**src/rtl/hazard_forward_unit.sv**
```systemverilog
// Load-use stall, branch/jump flush and EX operand forwarding control for the
// ID/EX stage, with private shadows of the EX/MEM and MEM/WB write-back fields.
module hazard_forward_unit #(
  parameter int CNT_W = 16
) (
  input  logic             clk_i,
  input  logic             rst_i,
  input  logic [4:0]       IFID_rs_i,
  input  logic [4:0]       IFID_rt_i,
  input  logic [4:0]       IDEX_rs_i,
  input  logic [4:0]       IDEX_rt_i,
  input  logic [4:0]       IDEX_rd_i,
  input  logic             IDEX_MemRead_i,
  input  logic             IDEX_RegWrite_i,
  input  logic             Branch_taken_i,
  input  logic             Jump_i,
  output logic             PCWrite_o,
  output logic             IFIDWrite_o,
  output logic             IDEX_bubble_o,
  output logic             IFID_flush_o,
  output logic [1:0]       ForwardA_o,
  output logic [1:0]       ForwardB_o,
  output logic [CNT_W-1:0] stall_cnt_o,
  output logic [CNT_W-1:0] flush_cnt_o
);

  typedef enum logic [0:0] {RUN = 1'b0, STALL = 1'b1} state_e;

  state_e           state_q, state_d;
  logic             exmem_rw_q, memwb_rw_q;
  logic [4:0]       exmem_rd_q, memwb_rd_q;
  logic [CNT_W-1:0] stall_cnt_q, stall_cnt_d;
  logic [CNT_W-1:0] flush_cnt_q, flush_cnt_d;
  logic             lu, redirect, stall_evt, flush_evt;

  assign lu = IDEX_MemRead_i && (IDEX_rd_i != 5'd0) &&
              ((IDEX_rd_i == IFID_rs_i) || (IDEX_rd_i == IFID_rt_i));
  assign redirect = Branch_taken_i || Jump_i;

  // A load-use stall takes priority over a redirect: the branch operands are
  // not valid yet, so the branch re-resolves in the following (STALL) cycle.
  always_comb begin
    state_d       = RUN;
    PCWrite_o     = 1'b1;
    IFIDWrite_o   = 1'b1;
    IDEX_bubble_o = 1'b0;
    IFID_flush_o  = 1'b0;
    stall_evt     = 1'b0;
    flush_evt     = 1'b0;
    case (state_q)
      RUN: begin
        if (lu) begin
          PCWrite_o     = 1'b0;
          IFIDWrite_o   = 1'b0;
          IDEX_bubble_o = 1'b1;
          stall_evt     = 1'b1;
          state_d       = STALL;
        end else if (redirect) begin
          IFID_flush_o = 1'b1;
          flush_evt    = 1'b1;
        end
      end
      STALL: begin
        if (redirect) begin
          IFID_flush_o = 1'b1;
          flush_evt    = 1'b1;
        end
      end
      default: state_d = RUN;
    endcase
  end

  assign stall_cnt_d = (stall_evt && (stall_cnt_q != {CNT_W{1'b1}})) ?
                       stall_cnt_q + CNT_W'(1) : stall_cnt_q;
  assign flush_cnt_d = (flush_evt && (flush_cnt_q != {CNT_W{1'b1}})) ?
                       flush_cnt_q + CNT_W'(1) : flush_cnt_q;

  // Shadows advance every cycle; a bubble already carries RegWrite=0.
  always_ff @(posedge clk_i or posedge rst_i) begin
    if (rst_i) begin
      state_q     <= RUN;
      exmem_rw_q  <= 1'b0;
      exmem_rd_q  <= 5'd0;
      memwb_rw_q  <= 1'b0;
      memwb_rd_q  <= 5'd0;
      stall_cnt_q <= '0;
      flush_cnt_q <= '0;
    end else begin
      state_q     <= state_d;
      exmem_rw_q  <= IDEX_RegWrite_i;
      exmem_rd_q  <= IDEX_rd_i;
      memwb_rw_q  <= exmem_rw_q;
      memwb_rd_q  <= exmem_rd_q;
      stall_cnt_q <= stall_cnt_d;
      flush_cnt_q <= flush_cnt_d;
    end
  end

  function automatic logic [1:0] fwd_sel(input logic [4:0] src,
                                         input logic       em_rw,
                                         input logic [4:0] em_rd,
                                         input logic       mw_rw,
                                         input logic [4:0] mw_rd);
    if (em_rw && (em_rd != 5'd0) && (em_rd == src))      return 2'b10;
    else if (mw_rw && (mw_rd != 5'd0) && (mw_rd == src)) return 2'b01;
    else                                                 return 2'b00;
  endfunction

  assign ForwardA_o  = fwd_sel(IDEX_rs_i, exmem_rw_q, exmem_rd_q, memwb_rw_q, memwb_rd_q);
  assign ForwardB_o  = fwd_sel(IDEX_rt_i, exmem_rw_q, exmem_rd_q, memwb_rw_q, memwb_rd_q);
  assign stall_cnt_o = stall_cnt_q;
  assign flush_cnt_o = flush_cnt_q;

endmodule

```
**config.mk**
```make
export PLATFORM = sky130hd
export DESIGN_NAME = hazard_forward_unit
export DESIGN_NICKNAME = d
export VERILOG_FILES = /design/src/rtl/hazard_forward_unit.sv
export SDC_FILE = /design/constraint.sdc
export NUM_CORES = 1
export LEC_CHECK = 0
export CORE_ASPECT_RATIO = 0.8
export CORE_MARGIN = 1
export CORE_UTILIZATION = 34
export CTS_CLUSTER_SIZE = 10
export DETAILED_ROUTE_END_ITERATION = 10
export GPL_ROUTABILITY_DRIVEN = 0
export GPL_TIMING_DRIVEN = 0
export SETUP_SLACK_MARGIN = 0.05
export SYNTH_ARGS = -nofsm -noshare
export SYNTH_HDL_FRONTEND = slang
export SYNTH_SLANG_ARGS = --single-unit
```
**constraint.sdc**
```tcl
create_clock -name clk_i -period 2 [get_ports clk_i]
set_clock_uncertainty 0.15 [all_clocks]
set_input_delay 0.2 -clock clk_i [delete_from_list [all_inputs] [get_ports clk_i]]
set_output_delay 0.2 -clock clk_i [all_outputs]
set_load 0.02 [all_outputs]
```
=== Yosys cells after proc, flatten, opt, wreduce, memory -nomap -nowiden ===
Cells that the tools add are included.

* Add/subtract/negate cells: 2
* Equal/unequal tests: 8
* Muxes and demuxes: 11
* Bitwise logic cells: 1
* Reduce and logical (&&, ||, !) cells: 15

{| class="wikitable"
|+ Operator list
! kind !! count
|-
| 16-bit by 1-bit adder with 16-bit output, second input constant || 2
|-
| 16-bit != test, second input constant || 2
|-
| 5-bit equality test || 6
|-
| 5-bit nonzero test || 3
|-
| 1-bit logical AND || 10
|-
| 1-bit two-way mux || 8
|-
| 2-bit two-way mux || 2
|-
| 1-bit logical OR || 2
|-
| 1-bit one-hot mux with 2 select lines || 1
|-
| 1-bit NOT || 1
|}

* Bits in registers: 45
* Input port bits: 31
* Output and inout port bits: 40
* Word-level logic and storage cells: 44

=== Depth between registers and ports, before layout ===
Gate-level depths: netlist (run 1).

* Word-level depth: 6
* Depth in mapped cells: 7

=== Least setup slack after synthesis (run 1) ===
OpenSTA, ideal clock, no wires.

* Path type: register to output
* Start: register exmem_rd_q[1]
* End: output port ForwardA_o[0]
* Arrival time: 2.016 ns
* Data required time: 1.650 ns
* Slack: -0.366 ns
* Cell stages (with the launch flop): 5
* Cell sequence: dfrtp_1 > or4_1 > o21ai_0 > nor4_1 > nor4_1

* Word-level cells in the longest chain between the ends: 4
* Elaborated cells on any way between the ends: 5
* Those cells by class: 1 x eq/ne; 1 x mux; 3 x reduce/logical

{| class="wikitable"
|+ RTL lines
! what !! line !! text
|-
| start: declaration || 31 || <nowiki>logic [4:0] exmem_rd_q, memwb_rd_q;</nowiki>
|-
| start signal: assignment || 91 || <nowiki>exmem_rd_q <= IDEX_rd_i;</nowiki>
|-
| 5-bit nonzero test || 104 || <nowiki>if (em_rw && (em_rd != 5'd0) && (em_rd == src)) return 2'b10;</nowiki>
|-
| 1-bit logical AND || 104 ||
|-
| 1-bit logical AND (*) || 104 ||
|-
| 2-bit two-way mux (*) || 104 ||
|-
| end: declaration || 21 || <nowiki>output logic [1:0] ForwardA_o,</nowiki>
|}

Every way passes the cells marked *; elsewhere a longest branch is shown, timed or not.

=== Worst setup path in the final report (run 1) ===
* Start: register memwb_rd_q[1]
* End: output port ForwardB_o[0]

* Word-level cells in the longest chain between the ends: 5
* Elaborated cells on any way between the ends: 6
* Those cells by class: 1 x eq/ne; 2 x mux; 3 x reduce/logical

{| class="wikitable"
|+ RTL lines
! what !! line !! text
|-
| start: declaration || 31 ||
|-
| start signal: assignment || 93 || <nowiki>memwb_rd_q <= exmem_rd_q;</nowiki>
|-
| 5-bit nonzero test || 105 || <nowiki>else if (mw_rw && (mw_rd != 5'd0) && (mw_rd == src)) return 2'b01;</nowiki>
|-
| 1-bit logical AND || 105 ||
|-
| 1-bit logical AND (*) || 105 ||
|-
| 1-bit two-way mux (*) || 105 ||
|-
| 2-bit two-way mux (*) || 104 ||
|-
| end: declaration || 22 || <nowiki>output logic [1:0] ForwardB_o,</nowiki>
|}

Marked as above.

==> Implementation_results.wiki, run 1 <==
{| class="wikitable"
! Metric !! Value
|-
| CTS HTree Levels || 2
|-
| Async S/R FF share, synth || 100%
|-
| Count of endpoints failing hold in the final timing report || 0
|-
| Relative max-transition margin || 68.3%
|-
| Buffer type at the clock tree root || clkbuf_8
|-
| Total inserted antenna cells || 0
|-
| Most frequently used flop master after synthesis || dfrtp_1
|-
| CP bufs+invs || 2
|-
| Final routed wire length divided by cell count || 15.4 um
|-
| Worst IR Drop VDD || 0.581 mV
|-
| Total detailed-routing wirelength || 6500 um
|-
| Dominant cell type by area after synthesis || dfrtp_1
|-
| CTS buffer count || 5
|-
| Yosys cell types || 41
|-
| Worst EP arrival || 1.90 ns
|-
| Critical Path End Type || primary output
|-
| Min cycle time layout || 2.25 ns
|-
| Layout net count || 366
|-
| Die Wd || 97.8 um
|-
| Tightest Pin Transition || 0.471 ns
|-
| Port Buf Inserts || 70
|-
| Number of enable-type register cells in the synthesized netlist || 0
|-
| Data required time of the critical path || 1.65 ns
|-
| Cell Count Post-Placement || 387
|-
| Height of the chip || 78.7 um
|-
| Synth Instances || 229
|-
| Post-synthesis to final-layout area growth || 53.1%
|-
| Share of final-layout standard cells stronger than drive strength 1 || 28.4%
|-
| Number of storage elements in the synthesis netlist || 45
|-
| Worst Setup Slack post-DPL || -0.996 ns
|-
| TritonCTS Sinks || 45
|-
| Slowest cell on crit path || or4_4
|-
| Largest net degree at the start of global routing || 28
|-
| Setup repair after global routing missed its margin || true
|-
| Status || complete, but fails checks
|-
| Largest stage delay on the critical path || 0.50 ns
|-
| Mapped Nets || 262
|-
| Core ar. || 6990 sq um
|-
| Cell count of the worst reg-to-reg path || 5
|-
| Mean number of vias per cell || 5.01
|-
| First-pass GRT wire length || 10500 um
|-
| DIE AREA || 7700 sq um
|-
| Starting density of the core || 35.7%
|-
| Setup ws final || -0.250 ns
|-
| Total routing resource utilization after global routing || 17.1%
|-
| Pwr Density || 766 nW/um^2
|-
| Max-slew violation total from the final report || 0
|-
| Number of antenna violations at the first check in global routing || 0
|-
| Ports || 71
|-
| Final period util || 113%
|-
| Filler-free cell count of the finished design || 421
|-
| Most frequent cells in the layout || clkdlybuf4s50_1, dfrtp_1, buf_4, xnor2_1, xor2_1
|-
| DP HPWL || 4440 um
|-
| Vias in the first global route || 2111
|-
| Avg Inst Size Synth || 10.9 sq um
|-
| Router iterations before antenna repair || 7
|-
| Maximum clock frequency || 444 MHz
|-
| Final standard cell utilization of the core || 54.7%
|-
| Total vias in the final route || 2110
|-
| Remaining design rule violation count || 8
|-
| Worst-path clk slew || 0.09 ns
|-
| Biggest fanout along the worst timing path || 3
|-
| Crit path kind || reg2out
|-
| Sequential area share after synthesis || 45.1%
|-
| Largest buffer count on any clock path || 2
|-
| Synth Cell Area || 2500 sq um
|-
| Violated checks || DRC, setup timing
|-
| Area share of the largest cell type after synthesis || 45.1%
|-
| Ranking of synthesized cells by area || dfrtp_1, xnor2_1, xor2_1
|-
| Hold slack final || 0.0478 ns
|-
| Row Count || 27
|-
| Number of DRC violations after detailed-routing iteration 0 || 141
|-
| Kind of launch point of the worst setup path || register
|-
| Clock network latency to the later pin of the worst-skew pair || 0.30 ns
|-
| Leak || 1.61 nW
|-
| Number of gates on the worst path with buffers counted || 5
|-
| # Max-Cap Violations || 0
|-
| Detail Route Antenna Nets || 0
|-
| Dominant delay contributor by cell family on the critical path || simple AND/OR/NAND/NOR gates
|-
| Number of warnings reported in the yosys synthesis log || 0
|-
| Clock tree from TritonCTS || built
|-
| Overflow after GRT || 0
|-
| Crit path cell chain || buf_6 > xor2_2 > or4_4 > nor4_4 > buf_4
|-
| Total of endpoints with negative setup slack in the final report || 4
|-
| Most common library cell in the layout ignoring fill and taps || clkdlybuf4s50_1
|-
| Hold WC Path Type || in2async
|}
## per-layer routing
metal,global-route usage (%),vias up,part of all wire (%)
met2,27.0,57,47
met5,0,-,0
li1,-,1020,-
met1,23.7,1028,47
met4,3.18,0,0.42
met3,4.45,5,5.2
## path summary, 6_finish.rpt
| kind | start | end | slack (ns) |
|---|---|---|---|
| worst max-delay path | memwb_rd_q[1]$_DFF_PP0_ | ForwardB_o[0] | -0.25 |
| worst min-delay path | rst_i | stall_cnt_o[7]$_DFFE_PP0P_ | 0.05 |
| worst max register to register | flush_cnt_o[2]$_DFFE_PP0P_ | flush_cnt_o[15]$_DFFE_PP0P_ | 0.13 |
| worst min register to register | exmem_rw_q$_DFF_PP0_ | memwb_rw_q$_DFF_PP0_ | 0.27 |
| max in group asynchronous | rst_i | flush_cnt_o[0]$_DFFE_PP0P_ | 1.15 |
| min in group clk_i | IDEX_rd_i[2] | exmem_rd_q[2]$_DFF_PP0_ | 0.05 |
## registers in the layout, summed over array words and instances (netlist names)
name	flops
flush_cnt_o	16
stall_cnt_o	16
state_q	1
exmem_rw_q	1
exmem_rd_q	5
memwb_rd_q	5
memwb_rw_q	1
## metrics by stage
stage / total power (W) / TNS [ns] / cell area [sq um]
final: 0.00293 / -0.597 / 3820
after global routing: 0.00309 / -1.05 / 3820
after CTS: 0.00285 / -0.521 / 3640
after detailed placement: 0.00208 / -13.70 / 3340
after global placement: 0.00206 / -30.24 / 3320
after floorplan: 0.00166 / -0.0639 / 2510
## synthesized netlist by cell type (2+ instances only)
library cell and n:
a21oi_1 2, nand2_1 14, xnor2_1 29, dfrtp_1 45
nor3_1 2, a2111oi_2 2, buf_4 2, and3_1 10
a31oi_1 2, a211oi_1 9, xor2_1 26, nand3_2 3
clkbuf_1 2, nor2_1 9, nand4_1 9, nor4_1 4
nand2b_1 4, o21ai_0 3, buf_6 3, ha_1 2
or4_1 4, mux2_2 3, nand3_1 20, inv_1 3
## repair_timing
action | CTS | global route
pin swaps | 18 | 13
hold endpoints to repair | 0 | 3
endpoints found under the setup margin | 29 | 28
gates resized for setup | 73 | 29
setup buffers | 18 | 6
hold buffers | 0 | 3
## logic make-up after synthesis
| group | after synthesis | share of synthesized area [%] |
|---|---|---|
| AOI/OAI and AO/OA | 23 | 9.21 |
| and+or+nand+nor | 87 | 19.7 |
| buffers and inverters | 11 | 2.90 |
| DFF | 45 | 45.1 |
| muxes | 6 | 2.80 |
| adders and majority gates | 2 | 1.00 |
| xor gates and xnor gates | 55 | 19.3 |
## power by group
group          switching, W  internal [W]  leakage, nW
clock network      0.000311      0.000375       0.0554
logic              0.000483      0.000532        0.984
registers          0.000186       0.00104        0.570
## layout make-up
class                      count  area, sq um
clock inverter                 2         38.8
buffer                         7         78.8
sequential                    45         1130
tap                           87          109
multi-input combinational    173         1490
inverter                       3         11.3
fill                         635         3170
timing repair buffer          98          897
clock buffer                   6         72.6
No activity file was read; power rests on OpenSTA's default activity.
==> inputs of run 2 (changes only) <==
clock period = 2.4 ns   (was 2 ns; I/O delays follow)
==> run 2 against run 1 <==
- the run ends with DRC left
- via count fell by 3.7%
- sequential power fell by 18%
- total power fell by 21%
- critical path type unchanged
==> Implementation_results.wiki, run 2 (synthesis results as in run 1) <==
{| class="wikitable"
! Metric !! Value
|-
| Number of antenna violations at the first check in global routing || 0 (unchanged)
|-
| Crit path kind || reg2out (unchanged)
|-
| Clock network latency to the later pin of the worst-skew pair || 0.30 ns (about the same)
|-
| Maximum clock frequency || 438 MHz
|-
| Final TNS setup || 0 ns (was -0.597 ns)
|-
| Row Count || 27 (unchanged)
|-
| R2R setup slack || 0.29 ns (was 0.13 ns)
|-
| Hold slack final || 0.0755 ns (was 0.0478 ns)
|-
| Violated checks || DRC (was DRC, setup timing)
|-
| CTS HTree Levels || 2 (unchanged)
|-
| Slowest cell on crit path || or4_4 (unchanged)
|-
| Leak || 1.48 nW (was 1.61 nW)
|-
| Most common library cell in the layout ignoring fill and taps || clkdlybuf4s50_1 (unchanged)
|-
| Biggest fanout along the worst timing path || 3 (unchanged)
|-
| Vias in the first global route || 1970 (was 2111)
|-
| Ports || 71 (unchanged)
|-
| Total detailed-routing wirelength || 5920 um (was 6500 um)
|-
| Crit path cell chain || buf_4 > xor2_1 > or4_4 > nor4_2 > buf_2 (was buf_6 > xor2_2 > or4_4 > nor4_4 > buf_4)
|-
| Height of the chip || 78.7 um (unchanged)
|-
| Total of endpoints with negative setup slack in the final report || 0 (was 4)
|-
| Pwr Density || 651 nW/um^2 (was 766 nW/um^2)
|-
| FILL cells || 652 (was 635)
|-
| Post-synthesis to final-layout area growth || 43.0% (was 53.1%)
|-
| Router iterations before antenna repair || 7 (unchanged)
|-
| Setup repair after global routing missed its margin || false (was true)
|-
| Worst EP arrival || 1.89 ns (was 1.90 ns)
|-
| Die Wd || 97.8 um (unchanged)
|-
| Min cycle time layout || 2.28 ns
|-
| Most frequent cells in the layout || clkdlybuf4s50_1, dfrtp_1, xnor2_1, xor2_1, nand3_1 (was clkdlybuf4s50_1, dfrtp_1, buf_4, xnor2_1, xor2_1)
|-
| DIE AREA || 7700 sq um (unchanged)
|-
| Detail Route Antenna Nets || 0 (unchanged)
|-
| Tightest Pin Transition || 0.543 ns (was 0.471 ns)
|-
| Largest buffer count on any clock path || 2 (unchanged)
|-
| Largest net degree at the start of global routing || 30 (was 28)
|-
| Final period util || 95.1%
|-
| Cell area after layout || 3570 sq um (was 3820 sq um)
|-
| Layout net count || 352 (was 366)
|-
| Clock tree from TritonCTS || built (unchanged)
|-
| Post-Place Cell Area || 3340 sq um (about the same)
|-
| Total routing resource utilization after global routing || 15.6% (was 17.1%)
|-
| Total vias in the final route || 2031 (was 2110)
|-
| TritonCTS Sinks || 45 (unchanged)
|-
| Hold WC Path Type || in2async (unchanged)
|-
| Buffer type at the clock tree root || clkbuf_8 (unchanged)
|-
| Final routed wire length divided by cell count || 14.5 um (was 15.4 um)
|-
| Share of final-layout standard cells stronger than drive strength 1 || 18.8% (was 28.4%)
|-
| Kind of launch point of the worst setup path || register (unchanged)
|-
| Total power consumption of the routed design || 0.00233 W (was 0.00293 W)
|-
| Critical Path End Type || primary output (unchanged)
|-
| Number of DRC violations after detailed-routing iteration 0 || 61 (was 141)
|-
| Status || complete, but fails checks (unchanged)
|-
| Starting density of the core || 35.7% (unchanged)
|-
| Relative max-transition margin || 63.6% (was 68.3%)
|-
| CTS buffer count || 5 (unchanged)
|-
| Worst-path clk slew || 0.09 ns (about the same)
|-
| DP HPWL || 4270 um (was 4440 um)
|-
| Total inserted antenna cells || 0 (unchanged)
|-
| Core ar. || 6990 sq um (unchanged)
|-
| Remaining design rule violation count || 10 (was 8)
|-
| Largest stage delay on the critical path || 0.42 ns (was 0.50 ns)
|-
| Max-slew violation total from the final report || 0 (unchanged)
|-
| Count of endpoints failing hold in the final timing report || 0 (unchanged)
|-
| Worst IR Drop VDD || 0.424 mV (was 0.581 mV)
|-
| Mean number of vias per cell || 4.99 (was 5.01)
|-
| Data required time of the critical path || 2.01 ns (was 1.65 ns)
|-
| Hold-fix buffer count after cts || 0 (unchanged)
|-
| Overflow after GRT || 0 (unchanged)
|-
| # Max-Cap Violations || 0 (unchanged)
|-
| Port Buf Inserts || 70 (unchanged)
|-
| First-pass GRT wire length || 9610 um (was 10500 um)
|-
| Final standard cell utilization of the core || 51.1% (was 54.7%)
|}
## run 2: cell count changes in the layout (fill, tap and decap cells not counted), sizes merged
cell           change
clkdlybuf4s50     +10
clkinv             -1
dlygate4sd3        -3
clkdlybuf4s15      -3
dlygate4sd2        -1
clkinvlp           +1
clkbuf             -1
buf               -16
## run 2: area by class of cell
| class | count | area [sq um] | share of cell area [%] |
|---|---|---|---|
| sequential | 45 | 1130 | 31.5 |
| clock inverter | 2 | 37.5 | 1.05 |
| clock buffer | 6 | 82.6 | 2.31 |
| timing repair buffer | 83 | 786 | 22.0 |
| multi-input combinational | 173 | 1350 | 37.8 |
| inverter | 3 | 11.3 | 0.315 |
| tap | 87 | 109 | 3.05 |
| buffer | 8 | 68.8 | 1.93 |
## run 2: worst max-delay path, delay by kind of cell (launching register included)
family	cells	cell delay, ns
DFF	1	0.41
buffers and inverters	2	0.34
and+or+nand+nor	2	0.69
xor gates and xnor gates	1	0.15
## run 2: final timing paths
path,from,depth (start not counted),to
worst min-delay path,rst_i,2,stall_cnt_o[10]$_DFFE_PP0P_
worst max-delay path,memwb_rd_q[1]$_DFF_PP0_,5,ForwardA_o[0]
worst max register to register,stall_cnt_o[0]$_DFFE_PP0P_,6,stall_cnt_o[1]$_DFFE_PP0P_
max in group asynchronous,rst_i,3,flush_cnt_o[13]$_DFFE_PP0P_
min in group clk_i,IDEX_rd_i[4],1,exmem_rd_q[4]$_DFF_PP0_
worst min register to register,exmem_rw_q$_DFF_PP0_,0,memwb_rw_q$_DFF_PP0_
## run 2: repair_timing
| action | CTS | global route |
|---|---|---|
| setup endpoints to repair | 8 | 3 |
| buffers inserted | 4 | 8 |
| gates resized for setup | 32 | 6 |
| pin swaps | 3 | 7 |
## run 2: where the power goes
| part | total, W | internal [W] | leakage, nW | switching, W |
|---|---|---|---|---|
| logic | 0.000716 | 0.000370 | 0.845 | 0.000346 |
| clock network | 0.000600 | 0.000339 | 0.0574 | 0.000262 |
| registers | 0.00101 | 0.000864 | 0.574 | 0.000145 |
| total | 0.00233 | 0.00157 | 1.48 | 0.000753 |
## run 2: stage by stage
stage / setup slack (ns) / instances
3_5_place_dp: -0.643 / 387
6_report: 0.118 / 407
2_1_floorplan: 0.198 / 229
5_1_grt: 0.0498 / 407
3_3_place_gp: -0.679 / 386
4_1_cts: 0.00771 / 399
## run 2: per-layer routing
layer | vias to the layer above | GRT usage [%] | part of all wire [%]
met4 | 0 | 4.39 | 1.1
li1 | 992 | - | -
met1 | 978 | 20.7 | 48
met2 | 52 | 25.1 | 46
met5 | - | 0 | 0
met3 | 9 | 4.10 | 4.9
==> inputs of run 3 (changes only) <==
clock period = 2.89 ns   (was 2.4 ns; I/O delays follow)
==> run 3 against run 2 <==
- global-route usage increased by 0.22 points
- cell count decreased by 2.7%
- core utilization decreased by 2.0 points
- via count shrank 2.9%
- largest power group unchanged
- the flow still finishes with violations (DRC)
- highest routed layer unchanged
- setup slack better by 0.00096 ns
==> Implementation_results.wiki, run 3 (synthesis results as in run 1) <==
{| class="wikitable"
! Metric !! Value
|-
| Most frequent cells in the layout || clkdlybuf4s50_1, dfrtp_1, xnor2_1, xor2_1, nand3_1 (unchanged)
|-
| Mean number of vias per cell || 4.98 (was 4.99)
|-
| Final routed wire length divided by cell count || 14.5 um (about the same)
|-
| Hold-fix buffer count after cts || 0 (unchanged)
|-
| Row Count || 27 (unchanged)
|-
| Pwr Density || 528 nW/um^2 (was 651 nW/um^2)
|-
| Layout net count || 341 (was 352)
|-
| Cell count of the worst reg-to-reg path || 7 (was 6)
|-
| Area occupied by multi-input gates || 1300 sq um (was 1350 sq um)
|-
| Most prevalent standard cell on the critical path || clkdlybuf4s50_1
|-
| CTS buffer count || 5 (unchanged)
|-
| Worst Setup Slack post-DPL || -0.330 ns (was -0.643 ns)
|-
| Core ar. || 6990 sq um (unchanged)
|-
| End point of the most critical hold path || exmem_rd_q[3]$_DFF_PP0_
|-
| Max-slew violation total from the final report || 0 (unchanged)
|-
| Min-Delay Path Depth || 1
|-
| TritonCTS Sinks || 45 (unchanged)
|-
| Ports || 71 (unchanged)
|-
| Most common library cell in the layout ignoring fill and taps || clkdlybuf4s50_1 (unchanged)
|-
| R2R Path End || flush_cnt_o[3]$_DFFE_PP0P_ (was stall_cnt_o[1]$_DFFE_PP0P_)
|-
| Post-Place Cell Area || 3330 sq um (was 3340 sq um)
|-
| Detail Route Antenna Nets || 0 (unchanged)
|-
| Relative max-transition margin || 63.9% (was 63.6%)
|-
| FILL cells || 646 (was 652)
|-
| Worst-path clk slew || 0.09 ns (about the same)
|-
| Data required time of the critical path || 2.45 ns (was 2.01 ns)
|-
| Biggest fanout along the worst timing path || 10 (was 3)
|-
| Min cycle time layout || 2.77 ns
|-
| Worst EP arrival || 2.33 ns (was 1.89 ns)
|-
| DIE AREA || 7700 sq um (unchanged)
|-
| Clock network latency to the later pin of the worst-skew pair || 0.30 ns (about the same)
|-
| Buffer type at the clock tree root || clkbuf_8 (unchanged)
|-
| Reg-to-reg critical path startpoint || flush_cnt_o[0]$_DFFE_PP0P_ (was stall_cnt_o[0]$_DFFE_PP0P_)
|-
| Setup repair after global routing missed its margin || true (was false)
|-
| First-pass GRT wire length || 9690 um (was 9610 um)
|-
| Leak || 1.42 nW (was 1.48 nW)
|-
| Status || complete, but fails checks (unchanged)
|-
| Total routing resource utilization after global routing || 15.8% (was 15.6%)
|-
| # Max-Cap Violations || 0 (unchanged)
|-
| Number of antenna violations at the first check in global routing || 0 (unchanged)
|-
| Worst IR Drop VDD || 0.386 mV (was 0.424 mV)
|-
| Post-synthesis to final-layout area growth || 37.4% (was 43.0%)
|-
| Total power consumption of the routed design || 0.00181 W (was 0.00233 W)
|-
| Crit path kind || in2out (was reg2out)
|-
| Filler-free cell count of the finished design || 396 (was 407)
|-
| Total of endpoints with negative setup slack in the final report || 0 (unchanged)
|-
| Port Buf Inserts || 70 (unchanged)
|-
| Count of endpoints failing hold in the final timing report || 0 (unchanged)
|-
| CTS HTree Levels || 2 (unchanged)
|-
| Kind of launch point of the worst setup path || input pin (was register)
|-
| Share of final-layout standard cells stronger than drive strength 1 || 11.7% (was 18.8%)
|-
| Clock tree from TritonCTS || built (unchanged)
|-
| R2R setup slack || 0.80 ns (was 0.29 ns)
|-
| Overflow after GRT || 0 (unchanged)
|-
| Cell area after layout || 3430 sq um (was 3570 sq um)
|-
| Maximum clock frequency || 361 MHz
|-
| Sequential cell area || 1130 sq um (unchanged)
|-
| Total detailed-routing wirelength || 5730 um (was 5920 um)
|-
| Largest net degree at the start of global routing || 26 (was 30)
|-
| Vias in the first global route || 1961 (was 1970)
|-
| Critical Path End Type || primary output (unchanged)
|-
| Largest stage delay on the critical path || 0.57 ns (was 0.42 ns)
|-
| Total vias in the final route || 1972 (was 2031)
|-
| Number of DRC violations after detailed-routing iteration 0 || 163 (was 61)
|-
| Setup ws final || 0.119 ns (was 0.118 ns)
|-
| Height of the chip || 78.7 um (unchanged)
|-
| Final period util || 95.9%
|-
| Tightest Pin Transition || 0.540 ns (was 0.543 ns)
|-
| Remaining design rule violation count || 10 (unchanged)
|-
| Worst hold start || IDEX_rd_i[3]
|-
| Slowest cell on crit path || clkdlybuf4s50_1 (was or4_4)
|-
| Crit path cell chain || clkdlybuf4s50_1 > xnor2_1 > nand3_2 > o22ai_4 > buf_6 > nand2_1 > buf_4 > clkdlybuf4s50_1 (was buf_4 > xor2_1 > or4_4 > nor4_2 > buf_2)
|-
| Router iterations before antenna repair || 7 (unchanged)
|-
| Die Wd || 97.8 um (unchanged)
|-
| Hold WC Path Type || in2reg (was in2async)
|-
| Starting density of the core || 35.7% (unchanged)
|-
| Total inserted antenna cells || 0 (unchanged)
|-
| DP HPWL || 4300 um (was 4270 um)
|-
| Violated checks || DRC (unchanged)
|-
| Final standard cell utilization of the core || 49.1% (was 51.1%)
|-
| Largest buffer count on any clock path || 2 (unchanged)
|-
| Cell Count Post-Placement || 387 (unchanged)
|}
==> run 3: changes by cell type in the layout (fill, tap and decap cells not counted), moves of 2 or more <==
cell / previous run / this run
buf_4: 15 / 3
clkdlybuf4s50_1: 57 / 63
dlygate4sd2_1: 10 / 5
dlymetal6s2s_1: 0 / 2
nor4_1: 0 / 4
nor4_2: 5 / 1
or4_1: 0 / 4
or4_4: 4 / 0
==> run 3: worst max-delay path: cells and delay by family <==
family,cells,cell delay [ns]
compound gates,1,0.25
xor+xnor,1,0.16
buf+inv,4,1.43
simple gates,2,0.20
==> run 3: timing repair <==
action,CTS,global route
endpoints found under the setup margin,6,4
pin swaps,3,2
resized for setup,8,3
setup buffers,1,0
==> run 3: layer usage <==
metal,wire length (um),track usage (%)
met3,335,4.10
met4,50,3.64
met5,0,0
met1,2920,23.4
met2,2420,23.0
==> run 3: final cells by class <==
class	instances	area share [%]
clock buffers	5	2.01
inverters	3	0.328
multi-input cells	173	37.9
repair buffers	72	21.2
well taps	87	3.17
clock inverters	3	0.620
plain buffers	8	2.01
flip-flops and latches	45	32.8
==> run 3: worst max-delay path by stage <==
stage	from	end	slack, ns	depth (start not counted)
3_5_place_dp	IDEX_rd_i[0]	IDEX_bubble_o	-0.33	7
5_1_grt	IDEX_rd_i[2]	PCWrite_o	-0.04	8
2_1_floorplan	exmem_rd_q[1]$_DFF_PP0_	ForwardA_o[0]	0.44	4
6_report	IDEX_rd_i[2]	PCWrite_o	0.12	8
4_1_cts	IDEX_rd_i[1]	PCWrite_o	0.08	8
3_3_place_gp	IDEX_rd_i[1]	IDEX_bubble_o	-0.32	7
==> run 3: through the flow <==
step	TNS [ns]	hold slack, ns
finish	0	0.0854
global route	-0.0359	0.0779
CTS	0	0.172
detailed placement	-0.921	0.212
global placement	-0.859	0.215
floorplan	0	0.170
==> run 3: report_power, final <==
part | internal [W] | switching [W]
logic | 0.000298 | 0.000277
clock network | 0.000172 | 0.000226
registers | 0.000717 | 0.000122
total | 0.00119 | 0.000625
